### config.mk
export PLATFORM = sky130hd
export DESIGN_NAME = if_fetch
export DESIGN_NICKNAME = d
export VERILOG_FILES = /design/src/rtl/if_fetch.sv
export SDC_FILE = /design/constraint.sdc
export NUM_CORES = 1
export LEC_CHECK = 0
export CORE_MARGIN = 4
export CORE_UTILIZATION = 55
export DETAILED_ROUTE_END_ITERATION = 10
export DONT_BUFFER_PORTS = 1
export GPL_TIMING_DRIVEN = 0
export PLACE_DENSITY = 0.7
export RECOVER_POWER = 25
export SYNTH_ARGS = -nofsm -noshare
export SYNTH_HDL_FRONTEND = slang
export SYNTH_SLANG_ARGS = --single-unit
### constraint.sdc
create_clock -name clk -period 9.4 [get_ports clk]
set_input_delay 1.41 -clock clk [delete_from_list [all_inputs] [get_ports clk]]
set_output_delay 1.41 -clock clk [all_outputs]
set_load 0.01 [all_outputs]
### src/rtl/if_fetch.sv
// Instruction fetch: assembles each 32-bit instruction from four little-endian
// byte reads through the byte-wide arbiter port and presents it to decode.
module if_fetch #(
    parameter logic [31:0] RESET_PC = 32'h00000000,
    parameter logic [31:0] NOP_INST = 32'h00000013
) (
    input  logic        clk,
    input  logic        rst,
    input  logic        rdy,
    input  logic        stall_i,
    input  logic        br_flag_i,
    input  logic [31:0] br_target_i,
    output logic        mem_req_o,
    output logic [31:0] mem_addr_o,
    input  logic        mem_grant_i,
    input  logic [7:0]  mem_rdata_i,
    output logic [31:0] pc_o,
    output logic [31:0] inst_o,
    output logic        inst_valid_o
);

    typedef enum logic {
        S_FETCH = 1'b0,
        S_OUT   = 1'b1
    } state_t;

    state_t      r_state;
    state_t      w_state_nxt;
    logic [31:0] r_fetch_pc;
    logic [2:0]  r_issue_cnt;
    logic [2:0]  r_recv_cnt;
    logic        r_pending;
    logic [23:0] r_buf;
    logic [31:0] r_pc;
    logic [31:0] r_inst;
    logic        r_valid;

    logic        w_req;
    logic        w_grant;
    logic        w_cap;
    logic        w_last;
    logic        w_accept;

    always_comb begin
        w_state_nxt = r_state;
        w_req       = 1'b0;
        w_grant     = 1'b0;
        w_cap       = 1'b0;
        w_last      = 1'b0;
        w_accept    = 1'b0;
        if (rdy && !rst) begin
            if (br_flag_i) begin
                w_state_nxt = S_FETCH;
            end else begin
                case (r_state)
                    S_FETCH: begin
                        w_req   = (r_issue_cnt < 3'd4);
                        w_grant = w_req & mem_grant_i;
                        w_cap   = r_pending;
                        if (r_pending && (r_recv_cnt == 3'd3)) begin
                            w_last      = 1'b1;
                            w_state_nxt = S_OUT;
                        end
                    end
                    S_OUT: begin
                        if (!stall_i) begin
                            w_accept    = 1'b1;
                            w_state_nxt = S_FETCH;
                        end
                    end
                    default: w_state_nxt = S_FETCH;
                endcase
            end
        end
    end

    always_ff @(posedge clk or posedge rst) begin
        if (rst) begin
            r_state <= S_FETCH;
        end else if (rdy) begin
            r_state <= w_state_nxt;
        end
    end

    // A redirect overrides everything: the byte returning this cycle is dropped.
    always_ff @(posedge clk or posedge rst) begin
        if (rst) begin
            r_fetch_pc  <= RESET_PC;
            r_issue_cnt <= 3'd0;
            r_recv_cnt  <= 3'd0;
            r_pending   <= 1'b0;
            r_pc        <= RESET_PC;
            r_inst      <= NOP_INST;
            r_valid     <= 1'b0;
        end else if (rdy) begin
            if (br_flag_i) begin
                r_fetch_pc  <= br_target_i;
                r_issue_cnt <= 3'd0;
                r_recv_cnt  <= 3'd0;
                r_pending   <= 1'b0;
                r_inst      <= NOP_INST;
                r_valid     <= 1'b0;
            end else begin
                r_pending <= w_grant;
                if (w_grant) begin
                    r_issue_cnt <= r_issue_cnt + 3'd1;
                end
                if (w_cap) begin
                    r_recv_cnt <= r_recv_cnt + 3'd1;
                end
                if (w_last) begin
                    r_pc    <= r_fetch_pc;
                    r_inst  <= {mem_rdata_i, r_buf};
                    r_valid <= 1'b1;
                end
                if (w_accept) begin
                    r_fetch_pc  <= r_fetch_pc + 32'd4;
                    r_issue_cnt <= 3'd0;
                    r_recv_cnt  <= 3'd0;
                    r_inst      <= NOP_INST;
                    r_valid     <= 1'b0;
                end
            end
        end
    end

    // Byte buffer carries data only; the counters decide which bytes are meaningful.
    always_ff @(posedge clk) begin
        if (w_cap) begin
            case (r_recv_cnt)
                3'd0:    r_buf[7:0]   <= mem_rdata_i;
                3'd1:    r_buf[15:8]  <= mem_rdata_i;
                3'd2:    r_buf[23:16] <= mem_rdata_i;
                default: r_buf        <= r_buf;
            endcase
        end
    end

    assign mem_req_o    = w_req;
    assign mem_addr_o   = r_fetch_pc + {29'd0, r_issue_cnt};
    assign pc_o         = r_pc;
    assign inst_o       = r_inst;
    assign inst_valid_o = r_valid;

endmodule
After elaboration in Yosys (flattened, before gate mapping):

Cells that the tools add are included.
Widths: inputs -> output; s select.

* output and inout bits: 98
* bits of input ports: 46
* bits in registers: 129

* equality and inequality tests: 3
* $add $sub $neg: 4
* bitwise operators: 3
* reduce and logical (&&, ||, !) cells: 17
* $lt $le $gt $ge: 1
* mux-type cells: 35

Operators with widths (count)
* $mux 32: 5
* $add 32x3->32: 1
* $add 32x3->32 const B: 1
* $mux 1: 23
* $mux 3: 6
* $reduce_and 2->1: 8
* $reduce_bool 3->1: 3
* $add 3x1->3 const B: 2
* $eq 3x2->1 const B: 2
* $eq 3x1->1 const B: 1
* $logic_not 3->1: 1
* $lt 3x3->1 const B: 1
* $reduce_and 3->1: 1
* $logic_and 1x1->1: 2
* $not 1->1: 2
* $pmux 1 s2: 1
* $reduce_bool 2->1: 1
* $and 1x1->1: 1
* $logic_not 1->1: 1

Depth between registers and ports, before layout:

* word-level depth: 9
* depth in mapped cells: 9
* mapped depth without buffers: 7

Worst setup path before layout:

Ideal clock, no wire load.

* path type: input to output
* start: input port br_flag_i
* end: output port mem_req_o
* path buffers: 1
* setup slack: 6.036 ns
* arrival: 1.954 ns
* stages on the path: 2
* path through: buf_6 -> nor4_2

* cells in the longest elaborated chain, start to end: 2

Ends and longest elaborated chain
* from (decl): line 11 `input logic br_flag_i,`
* $mux 1: line 52 `if (br_flag_i) begin`
* $mux 1: line 51 `if (rdy && !rst) begin`
* to (decl): line 13 `output logic mem_req_o,`

No other way between the ends.

==> results.tsv <==
metric	value	unit
outcome	finished, violations left	
failing checks	max-capacitance violations, max-slew violations	
CTS root buffer	clkbuf_16	
dpl hpwl	14.0	mm
CTS tree	built	
WL/cell	22.3	um
worst hold margin	439	ps
Fin Setup TNS	0	ps
die width	118	um
largest net degree at the start of global routing	55	
CP Depth	2	
die height	118	um
Post-synth EDFFs	24	
met2 usage	42.2	%
share of post-route cells with drive strength above 1	14.4	%
Cell Rows	39	
Sequential cell area	3350	um^2
r2r endpoint	r_fetch_pc[30]	
first-pass GRT wire length	30.8	mm
Setup WS post-layout	4430	ps
Post-synth top cells	nand2_1 (203), dfrtp_1 (102), nand3_1 (39)	
CP delay by family, top	buffers and inverters	
hold_buf cts	0	
Mapped Area	6660	um^2
Initial Utilization	57.4	%
final hold vios	0	
placed insts	854	
Buf+Inv Stages, Crit Path	2	
worst vdd ir	130	uV
busiest grt layer	met2	
Ys Warns	0	
pwr dens	210	nW/um^2
startpoint types	input pin	
CP arrival	4880	ps
number of top-level pins	144	
largest area contributor in the netlist	dfrtp_1	
CTS clock-pin slew for the worst setup and hold paths	60	ps
placed inst area	6870	um^2
Syn Nets	767	
flop2flop setup slack	7250	ps
post-synthesis cell type count	65	
share of power burned in registers	39.4	%
Min Clock Period, post-route	4970	ps
GRT Total Usage	28.7	%
Synth top area share	38.3	%
met1 Use GR	39.8	%
initial antenna violation count	1	
register area share after synthesis	50.3	%
clk_skew	5.83	ps
Peak Freq	201	MHz
fillers	995	
critical-path maximum fanout	54	
slowest stage delay, CP	2130	ps
met3 Use GR	9.08	%
reg2reg start	r_fetch_pc[2]	
total of max-cap violations	2	
layout net count	787	
Setup crit start	rst	
total power	1.58	mW
final slew viol count	108	
Tcrit/Tclk final	52.9	%
Leak	3.36	nW
post-route ant nets	0	
Clock H-tree levels	4	
Final GP Congestion	0.904	
post-synthesis register bit count	129	
First-pass DRT Iterations	6	
CTS buffer count	17	
PortBufs	0	
number of vias per cell	6.18	
Final Cell Area	7490	um^2
Most used DFF post-synth	dfrtp_1	
final setup violation count	0	
Setup CP Type	in -> async	
Crit-path slowest cell	clkbuf_1	
GR Overflow Total	0	
Final Util	64.5	%
Hold WC Path Type	reg -> reg	
Clk network pwr share	45.9	%
Syn Inst Count	710	
post-cts sizing count	0	
die area	13900	um^2
reg2reg path depth	5	
Tightest Pin Transition	2880	ps
Gate power share	14.7	%
clk sink count	129	
relative slew slack	-92.1	%
Residual DRC	0	
Worst setup EP type	asynchronous set/reset pin	
synthesized area per cell	9.39	um^2
P_int	1.12	mW
Initial DRC Count	528	
ys async rst share	81.4	%
CP endpoint	pc_o[19]	
WL final	19.7	mm
Clock Path Buffers	2	
final non-filler cell total	887	
worst slack, placed	5570	ps
Net Sw Frac	29.2	%
Core Area	11600	um^2
NetSw	461	uW
Via Count	5480	
Clk Latency, worst-skew pair	430	ps
Worst Path Required	9300	ps
post-CTS setup buffer count	0	
dominant cells by area after synthesis	dfrtp_1 (38%), nand2_1 (11%), edfxtp_1 (11%), nand3_1 (2.9%), o21ai_0 (2.6%)	
Area Growth Syn to Fin	12.4	%
critical path cell sequence	clkinvlp_2, clkbuf_1	
unrepaired setup endpoints after global routing	no	
multi-input logic area	2920	um^2
number of global-route vias before repair	5273	
count leader, synth	nand2_1	
==> cells by family after synthesis <==
group	after synthesis	share of synthesized area [%]
AO/OA/AOI/OAI	103	9.52
AND/OR/NAND/NOR	360	26.6
XOR/XNOR	32	4.21
flip-flops	129	50.3
multiplexers	8	1.26
adder cells (fa/ha/maj)	11	2.18
buffers and inverters	67	5.93
==> worst min-delay path by stage <==
stage	slack, ps	to	cells past startpoint	startpoint
6_report	440	inst_o[20]	2	r_buf[20]
3_3_place_gp	420	inst_o[16]	2	r_buf[16]
2_1_floorplan	410	inst_o[10]	2	r_buf[10]
4_1_cts	440	inst_o[14]	2	r_buf[14]
3_5_place_dp	420	inst_o[14]	2	r_buf[14]
5_1_grt	470	inst_o[21]	2	r_buf[21]
==> state kept, by name, summed over array words and instances, names as in the netlist <==
register	count
r_buf	24
r_state	1
inst_valid_o	1
r_fetch_pc	32
r_pending	1
pc_o	32
inst_o	32
r_recv_cnt	3
r_issue_cnt	3
==> area by class of cell <==
type / instances / share of cell area, %
flip-flops and latches: 129 / 44.8
multi-input cells: 514 / 38.9
clock buffers: 18 / 6.02
plain buffers: 57 / 4.78
clock inverters: 14 / 2.51
well taps: 143 / 2.39
inverters: 10 / 0.518
repair buffers: 1 / 0.0501
diodes: 1 / 0.0334
==> cells in the final DEF, fill, tap and decap left out, types with 9 or more instances in the layout <==
master     synthesis  final
ha_1              10     10
clkbuf_1          11     12
nor2_1            31     31
a21oi_1           28     28
xnor2_1           20     20
nand4_1           21     21
xor2_1            12     12
clkbuf_16          0     18
dfrtp_1          102    102
o21ai_0           35     35
nand2_1          203    203
nand3_1           39     39
buf_4             19     19
buf_2             19     19
inv_1             10      9
edfxtp_1          24     24
==> layer usage <==
| metal | up-vias | share of wire [%] |
|---|---|---|
| met5 | - | 0 |
| met4 | 0 | 2.9 |
| met3 | 43 | 10 |
| met2 | 309 | 45 |
| met1 | 2634 | 42 |
| li1 | 2494 | - |
==> power groups by stage <==
stage | registers [mW] | clock network [mW] | logic (mW)
6_report | 0.621 | 0.723 | 0.232
5_1_grt | 0.623 | 0.758 | 0.251
4_1_cts | 0.620 | 0.725 | 0.231
3_5_place_dp | 0.630 | 0 | 0.229
3_3_place_gp | 0.629 | 0 | 0.224
2_1_floorplan | 0.622 | 0 | 0.178
(Power assumes the default switching activity.)
